File: src/rtl/imm_extend_pkg.sv
// Shared core definitions: immediate-format select encoding used by the
// control decoder and the immediate generator.
package imm_extend_pkg;

    localparam int unsigned XLEN = 32;

    // Immediate format select values (ImmSrc)
    localparam logic [2:0] IMM_I = 3'd0;
    localparam logic [2:0] IMM_S = 3'd1;
    localparam logic [2:0] IMM_B = 3'd2;
    localparam logic [2:0] IMM_J = 3'd3;
    localparam logic [2:0] IMM_U = 3'd4;

endpackage

File: src/rtl/imm_extend.sv
// RV32I immediate generator for the decode stage. Produces the extended
// immediate combinationally (ImmExtD) and a registered copy for execute (ImmExtE).
module imm_extend
    import imm_extend_pkg::*;
(
    input  logic              clock,
    input  logic              reset,
    input  logic [31:7]       InstrD,
    input  logic [2:0]        ImmSrcD,
    output logic [XLEN-1:0]   ImmExtD,
    output logic [XLEN-1:0]   ImmExtE
);

    logic sign;

    assign sign = InstrD[31];

    // Format decode; reserved encodings give zero so no X ever leaves the block.
    always_comb begin
        ImmExtD = '0;
        case (ImmSrcD)
            IMM_I:   ImmExtD = {{20{sign}}, InstrD[31:20]};
            IMM_S:   ImmExtD = {{20{sign}}, InstrD[31:25], InstrD[11:7]};
            IMM_B:   ImmExtD = {{20{sign}}, InstrD[7], InstrD[30:25], InstrD[11:8], 1'b0};
            IMM_J:   ImmExtD = {{12{sign}}, InstrD[19:12], InstrD[20], InstrD[30:21], 1'b0};
            IMM_U:   ImmExtD = {InstrD[31:12], 12'b0};
            default: ImmExtD = '0;
        endcase
    end

    // Decode-to-execute pipeline register; reset clears only this copy.
    always_ff @(posedge clock) begin
        if (reset) begin
            ImmExtE <= '0;
        end else begin
            ImmExtE <= ImmExtD;
        end
    end

endmodule

File: config.mk
export PLATFORM = sky130hd
export DESIGN_NAME = imm_extend
export DESIGN_NICKNAME = d
export VERILOG_FILES = /design/src/rtl/imm_extend_pkg.sv /design/src/rtl/imm_extend.sv
export SDC_FILE = /design/constraint.sdc
export NUM_CORES = 1
export LEC_CHECK = 0
export CAP_MARGIN = 20
export CORE_ASPECT_RATIO = 0.9
export CORE_MARGIN = 4
export CORE_UTILIZATION = 34
export CTS_CLUSTER_SIZE = 20
export DETAILED_ROUTE_END_ITERATION = 12
export PLACE_DENSITY = 0.79
export SYNTH_ARGS = -nofsm -noshare
export SYNTH_HDL_FRONTEND = slang
export SYNTH_SLANG_ARGS = --single-unit
File: constraint.sdc
create_clock -name clock -period 1.3 [get_ports clock]
set_input_delay 0.195 -clock clock [delete_from_list [all_inputs] [get_ports clock]]
set_output_delay 0.195 -clock clock [all_outputs]
set_load 0.03 [all_outputs]
==> results of run 1 <==
-- placed cells by master, fill, tap and decap left out --
cell type,n
or2_2,1
xor2_2,1
nor2_2,4
a21oi_1,8
nor4_1,1
mux2_2,1
o21ai_0,1
mux2i_1,1
a31oi_4,15
mux2i_4,4
clkbuf_8,6
clkinvlp_4,1
and2_1,7
nor3_2,1
clkdlybuf4s50_1,14
clkbuf_2,2
clkbuf_1,2
nand2_1,3
buf_6,30
dlymetal6s2s_1,6
nor2_1,7
mux2i_2,1
nor2b_1,18
buf_8,6
buf_12,4
buf_2,2
dfxtp_1,32
a31oi_2,1
nand2_2,5
nor3b_4,3
dlygate4sd2_1,35
nor2b_4,3
a21o_1,11
buf_4,34
-- per-stage QoR --
stage | total power [mW] | setup TNS (ns)
global placement | 1.90 | -29.93
CTS | 2.79 | -0.0582
global route | 3.06 | -1.55
detailed placement | 1.91 | -30.44
floorplan | 1.52 | 0
finish | 2.96 | -0.507
-- cell usage after synthesis --
master / n
mux2_2: 1
nor2_1: 11
mux2i_1: 6
dfxtp_1: 32
o21ai_0: 1
xor2_2: 1
nand2_1: 8
nor3_1: 1
inv_1: 1
a21oi_1: 8
a31oi_1: 16
clkbuf_2: 1
a21o_1: 11
buf_2: 1
nor3b_2: 2
nor4_1: 1
buf_4: 3
nor3b_4: 1
and2_1: 7
or2_2: 1
nor2b_1: 21
clkbuf_1: 5
-- logic make-up after synthesis --
group / synth area share (%)
buf+inv: 4.17
xor+xnor: 1.23
mux: 5.41
simple gates: 23.3
compound gates: 17.3
flops: 48.6
-- layout make-up --
class	instances	area [um2]	share of cell area [%]
clock buffers	8	90.1	2.93
well taps	46	57.6	1.87
inverters	1	7.51	0.244
repair buffers	133	1310	42.5
multi-input cells	97	971	31.6
flip-flops and latches	32	641	20.9
-- worst min path at each step --
stage	endpoint
3_3_place_gp	ImmExtE[8]$_SDFF_PP0_
5_1_grt	ImmExtE[0]$_SDFF_PP0_
6_report	ImmExtE[11]$_SDFF_PP0_
4_1_cts	ImmExtE[11]$_SDFF_PP0_
3_5_place_dp	ImmExtE[8]$_SDFF_PP0_
2_1_floorplan	ImmExtE[25]$_SDFF_PP0_
-- repair_timing --
action,in CTS,in global routing
hold buffers,0,0
setup endpoints to repair,85,24
gates resized for setup,142,54
buffers inserted,13,10
pin swaps,17,25
gates cloned,1,0
-- per-layer routing --
layer	up-vias	track usage, %	part of all wire, %
met5	-	0	0
met4	0	5.66	2.4
met3	15	8.14	8.4
met2	106	33.1	53
met1	748	21.0	36
li1	738	-	-
-- report_power, final --
part / switching, mW / internal [mW]
clock network: 0.367 / 0.432
registers: 0.0140 / 1.03
logic: 0.605 / 0.507
total: 0.987 / 1.97
-- critical path, cell delays in order --
cell and delay (ns):
buf_8 0.11, buf_8 0.13, buf_4 0.16, o21ai_0 0.21, and2_1 0.24, buf_6 0.15
==> metrics.md, run 1 <==
| Metric | Value |
|---|---|
| Outcome | `complete, but fails checks` |
| Failing checks | `setup timing` |
| Hold violation count in the final report | `0` |
| # diodes | `0` |
| Fraction of layout cells with a size suffix above 1 | `46.1%` |
| Critical Path AT | `1.20 ns` |
| Critical Path Source | `ImmSrcD[0]` |
| Slew HR | `74.1%` |
| DRT Pass-1 Iters | `4` |
| WL per Instance | `about 19 um` |
| Sequential area share after synthesis | `around half` |
| IO Port Bufs | `93` |
| Design area | `3070 um2` |
| Area grow syn2layout | `133%` |
| Number of flip-flops in the largest register | `32` |
| WHS | `between 0.3 and 0.4 ns` |
| Largest regs | `ImmExtE (32)` |
| DRC viols | `0` |
| CP required | `1.11 ns` |
| CORE AREA | `between 3000 and 4000 um2` |
| Reg with most FFs | `ImmExtE` |
| PwrDens | `between 900 and 1000 nW/um2` |
| Pre-CTS setup slack | `-0.872 ns` |
| H-tree depth | `2` |
| Placed cell area | `2320 um2` |
| Type of the worst min-delay path | `input pin to register` |
| Tmin final | `1.39 ns` |
| Crit share post-route | `107%` |
| Max-Cap Viols | `0` |
| Fin worst setup slack | `-0.0950 ns` |
| Crit Path Max Fanout | `6` |
| Synth top area cells | `dfxtp_1, nor2b_1, a31oi_1` |
| Syn_nets | `170` |
| Die Y-Extent | `about 67 um` |
| Crit Path Category | `input pin to output port` |
| Worst setup path endpoint | `ImmExtD[31]` |
| FMAX | `717 MHz` |
| Unrepaired setup endpoints after global routing | `true` |
| Via density | `5.07` |
| Leakage | `between 1.5 and 2 nW` |
| Non-filler cells, final | `317` |
| WL final | `6.03 mm` |
| Critical Path Start Type | `input pin` |
| Vias in the first global route | `1479` |
| Final antenna-violating net count | `0` |
| Mean post-synth cell area | `roughly 9.4 um2` |
| DIE AREA | `4940 um2` |
| Initial Utilization | `a little over a third` |
| Post-synthesis sequential element count | `32` |
| Post-layout util | `82.3%` |
| Gr ovfl total | `0` |
| Clock Pin Slew Worst Setup and Hold Paths | `0.07 ns` |
| Gp weighted congestion | `0.826` |
| VDD IR-drop max | `0.000651 V` |
| Top-area cell type share of the netlist area | `48.6%` |
| Yosys top cell by area | `dfxtp_1` |
| Hold path start | `InstrD[31]` |
| Worst-Margin Slew | `around 0.39 ns` |
| Nets | `300` |
| CTS tree | `done` |
| Initial antenna violation count | `0` |
| Cells after Synth | `between 100 and 150` |
| Final HPWL DP | `between 3 and 4 mm` |
| Die Span X | `73.7 um` |
| TritonCTS Sinks | `32` |
| First-pass GRT wire length | `7.04 mm` |
| Longest Clk Path Bufs | `2` |
| Synth Cell Area | `1320 um2` |
| Initial DRC count | `~110` |
| WHS Path Cells | `3` |
| Final Max Tran Viols | `0` |
| Placed cell count | `285` |
| Largest net degree at the start of global routing | `14` |
| Total track usage | `19.1%` |
| IO Count | `94` |
| Crit end category | `output port` |
| Setup violators final | `18` |
| DR vias | `1607` |
| CTS buffer count | `5` |
| CTS root buf | `clkbuf_8` |
| Synth warn | `0` |
| Site Rows | `21` |
| Fill count | `221` |
| Synth cell types | `22` |
Power figures use the tool's default switching activity.
==> inputs of run 2 (changes only) <==
--- a/config.mk
+++ b/config.mk
@@ -11,6 +11,7 @@
 export CORE_UTILIZATION = 34
 export CTS_CLUSTER_SIZE = 20
 export DETAILED_ROUTE_END_ITERATION = 12
+export MAX_ROUTING_LAYER = met4
 export PLACE_DENSITY = 0.79
 export SYNTH_ARGS = -nofsm -noshare
 export SYNTH_HDL_FRONTEND = slang
==> metrics.md, run 2 (synthesis results as in run 1) <==
| Metric | Value |
|---|---|
| Outcome | `complete, but fails checks` |
| Failing checks | `setup timing` |
| Most frequent cells in the layout | `dlygate4sd2_1, buf_4, dfxtp_1, buf_6, nor2b_1` |
| Max stage delay on crit path | `0.23 ns` |
| DR vias | `1624` |
| First-pass GRT wire length | `around 7.0 mm` |
| PwrDens | `963 nW/um2` |
| Number of flip-flops in the largest register | `32` |
| Fin worst setup slack | `-0.0891 ns` |
| Gp weighted congestion | `between 0.8 and 0.9` |
| Placed cell area | `2320 um2` |
| Worst-Margin Slew | `roughly 0.36 ns` |
| Final Max Tran Viols | `0` |
| TritonCTS Sinks | `32` |
| CORE AREA | `3730 um2` |
| Fill count | `221` |
| Die Span X | `73.7 um` |
| Placed cell count | `285` |
| Net Switching | `988 uW` |
| Total track usage | `19.6%` |
| Fraction of layout cells with a size suffix above 1 | `46.1%` |
| Site Rows | `21` |
| CP max stage cell | `and2_1` |
| Unrepaired setup endpoints after global routing | `true` |
| Non-filler cells, final | `roughly 320` |
| Initial antenna violation count | `0` |
| Critical Path AT | `between 1 and 1.5 ns` |
| DRT Pass-1 Iters | `4` |
| DIE AREA | `4940 um2` |
| Max-Cap Viols | `0` |
| Clock Pin Slew Worst Setup and Hold Paths | `0.07 ns` |
| Setup violators final | `18` |
| Critical Path Start Type | `input pin` |
| Initial DRC count | `~110` |
| Crit-path cells | `buf_8, buf_8, buf_4, o21ai_0, and2_1, buf_6` |
| Vias in the first global route | `1478` |
| # diodes | `0` |
| Total negative slack | `-0.502 ns` |
| IO Port Bufs | `93` |
| Final antenna-violating net count | `0` |
| Type of the worst min-delay path | `input pin to register` |
| CP required | `1.11 ns` |
| Gate power share | `37.5%` |
| Leakage | `1.50 nW` |
| Die Y-Extent | `67.1 um` |
| DRC viols | `0` |
| CP dominant cell by count | `buf_8` |
| Crit end category | `output port` |
| Longest Clk Path Bufs | `2` |
| Hold violation count in the final report | `0` |
| Sequential share of power | `35.4%` |
| Initial Utilization | `35.3%` |
| Nets | `300` |
| CTS tree | `done` |
| Gr ovfl total | `0` |
| Net Sw Frac | `33.4%` |
| FMAX | `720 MHz` |
| Crit share post-route | `107%` |
| CTS buffer count | `5` |
| CTS root buf | `clkbuf_8` |
| Crit Path Category | `input pin to output port` |
| Final HPWL DP | `3.05 mm` |
| Slew HR | `between 70% and 80%` |
| Buf/Inv on CP | `4` |
| Tmin final | `1.39 ns` |
| H-tree depth | `2` |
| Pwr Total | `2.96 mW` |
| Clk pwr share | `27.1%` |
| Crit Path Max Fanout | `6` |
| WL per Instance | `18.9 um` |
| Via density | `5.12` |
| Pre-CTS setup slack | `-0.872 ns` |
| Reg with most FFs | `ImmExtE` |
| Design area | `3070 um2` |
| Int Power | `1.97 mW` |
| Commonest non-fill, non-tap cell in the layout | `dlygate4sd2_1` |
| Top cell family by delay on the critical path | `buffers and inverters` |
| Area grow syn2layout | `133%` |
| WL final | `roughly 6 mm` |
| IO Count | `between 90 and 100` |
| VDD IR-drop max | `0.000657 V` |
| Largest regs | `ImmExtE (32)` |
| Largest net degree at the start of global routing | `14` |
## run 2: final timing paths
kind | startpoint | end | slack (ns) | cells after the start
max | ImmSrcD[0] | ImmExtD[31] | -0.09 | 6
min | InstrD[31] | ImmExtE[11]$_SDFF_PP0_ | 0.31 | 3
## run 2: metrics by stage
stage          util [%]  hold WS, ns
3_5_place_dp       62.3        0.824
3_3_place_gp       62.3        0.818
2_1_floorplan         -        0.267
5_1_grt            82.3        0.349
6_report           82.3        0.310
4_1_cts            72.0        0.273
## run 2: power groups by stage
| stage | Combinational (mW) | Clock, mW | Sequential (mW) |
|---|---|---|---|
| after detailed placement | 0.844 | 0 | 1.07 |
| final | 1.11 | 0.802 | 1.05 |
| after global routing | 1.16 | 0.842 | 1.05 |
| after global placement | 0.839 | 0 | 1.07 |
| after floorplan | 0.346 | 0 | 1.17 |
| after CTS | 0.941 | 0.802 | 1.04 |
## run 2: final cells by class
cell class / count / area [um2] / area share, %
inverters: 1 / 7.51 / 0.244
multi-input cells: 97 / 971 / 31.6
well taps: 46 / 57.6 / 1.87
clock buffers: 8 / 90.1 / 2.93
repair buffers: 133 / 1310 / 42.5
flip-flops and latches: 32 / 641 / 20.9
## run 2: timing repair
action                     4_1_cts  5_1_grt
resized for setup              142       54
gates cloned                     1        0
setup endpoints to repair       85       24
pin swaps                       17       25
buffers inserted                13       10
hold buffers                     0        0
## run 2: routing by layer
metal | global-route usage (%) | part of all wire [%]
met1 | 21.9 | 37
met2 | 33.0 | 53
met3 | 6.94 | 7.7
met4 | 5.66 | 2.3
met5 | - | 0
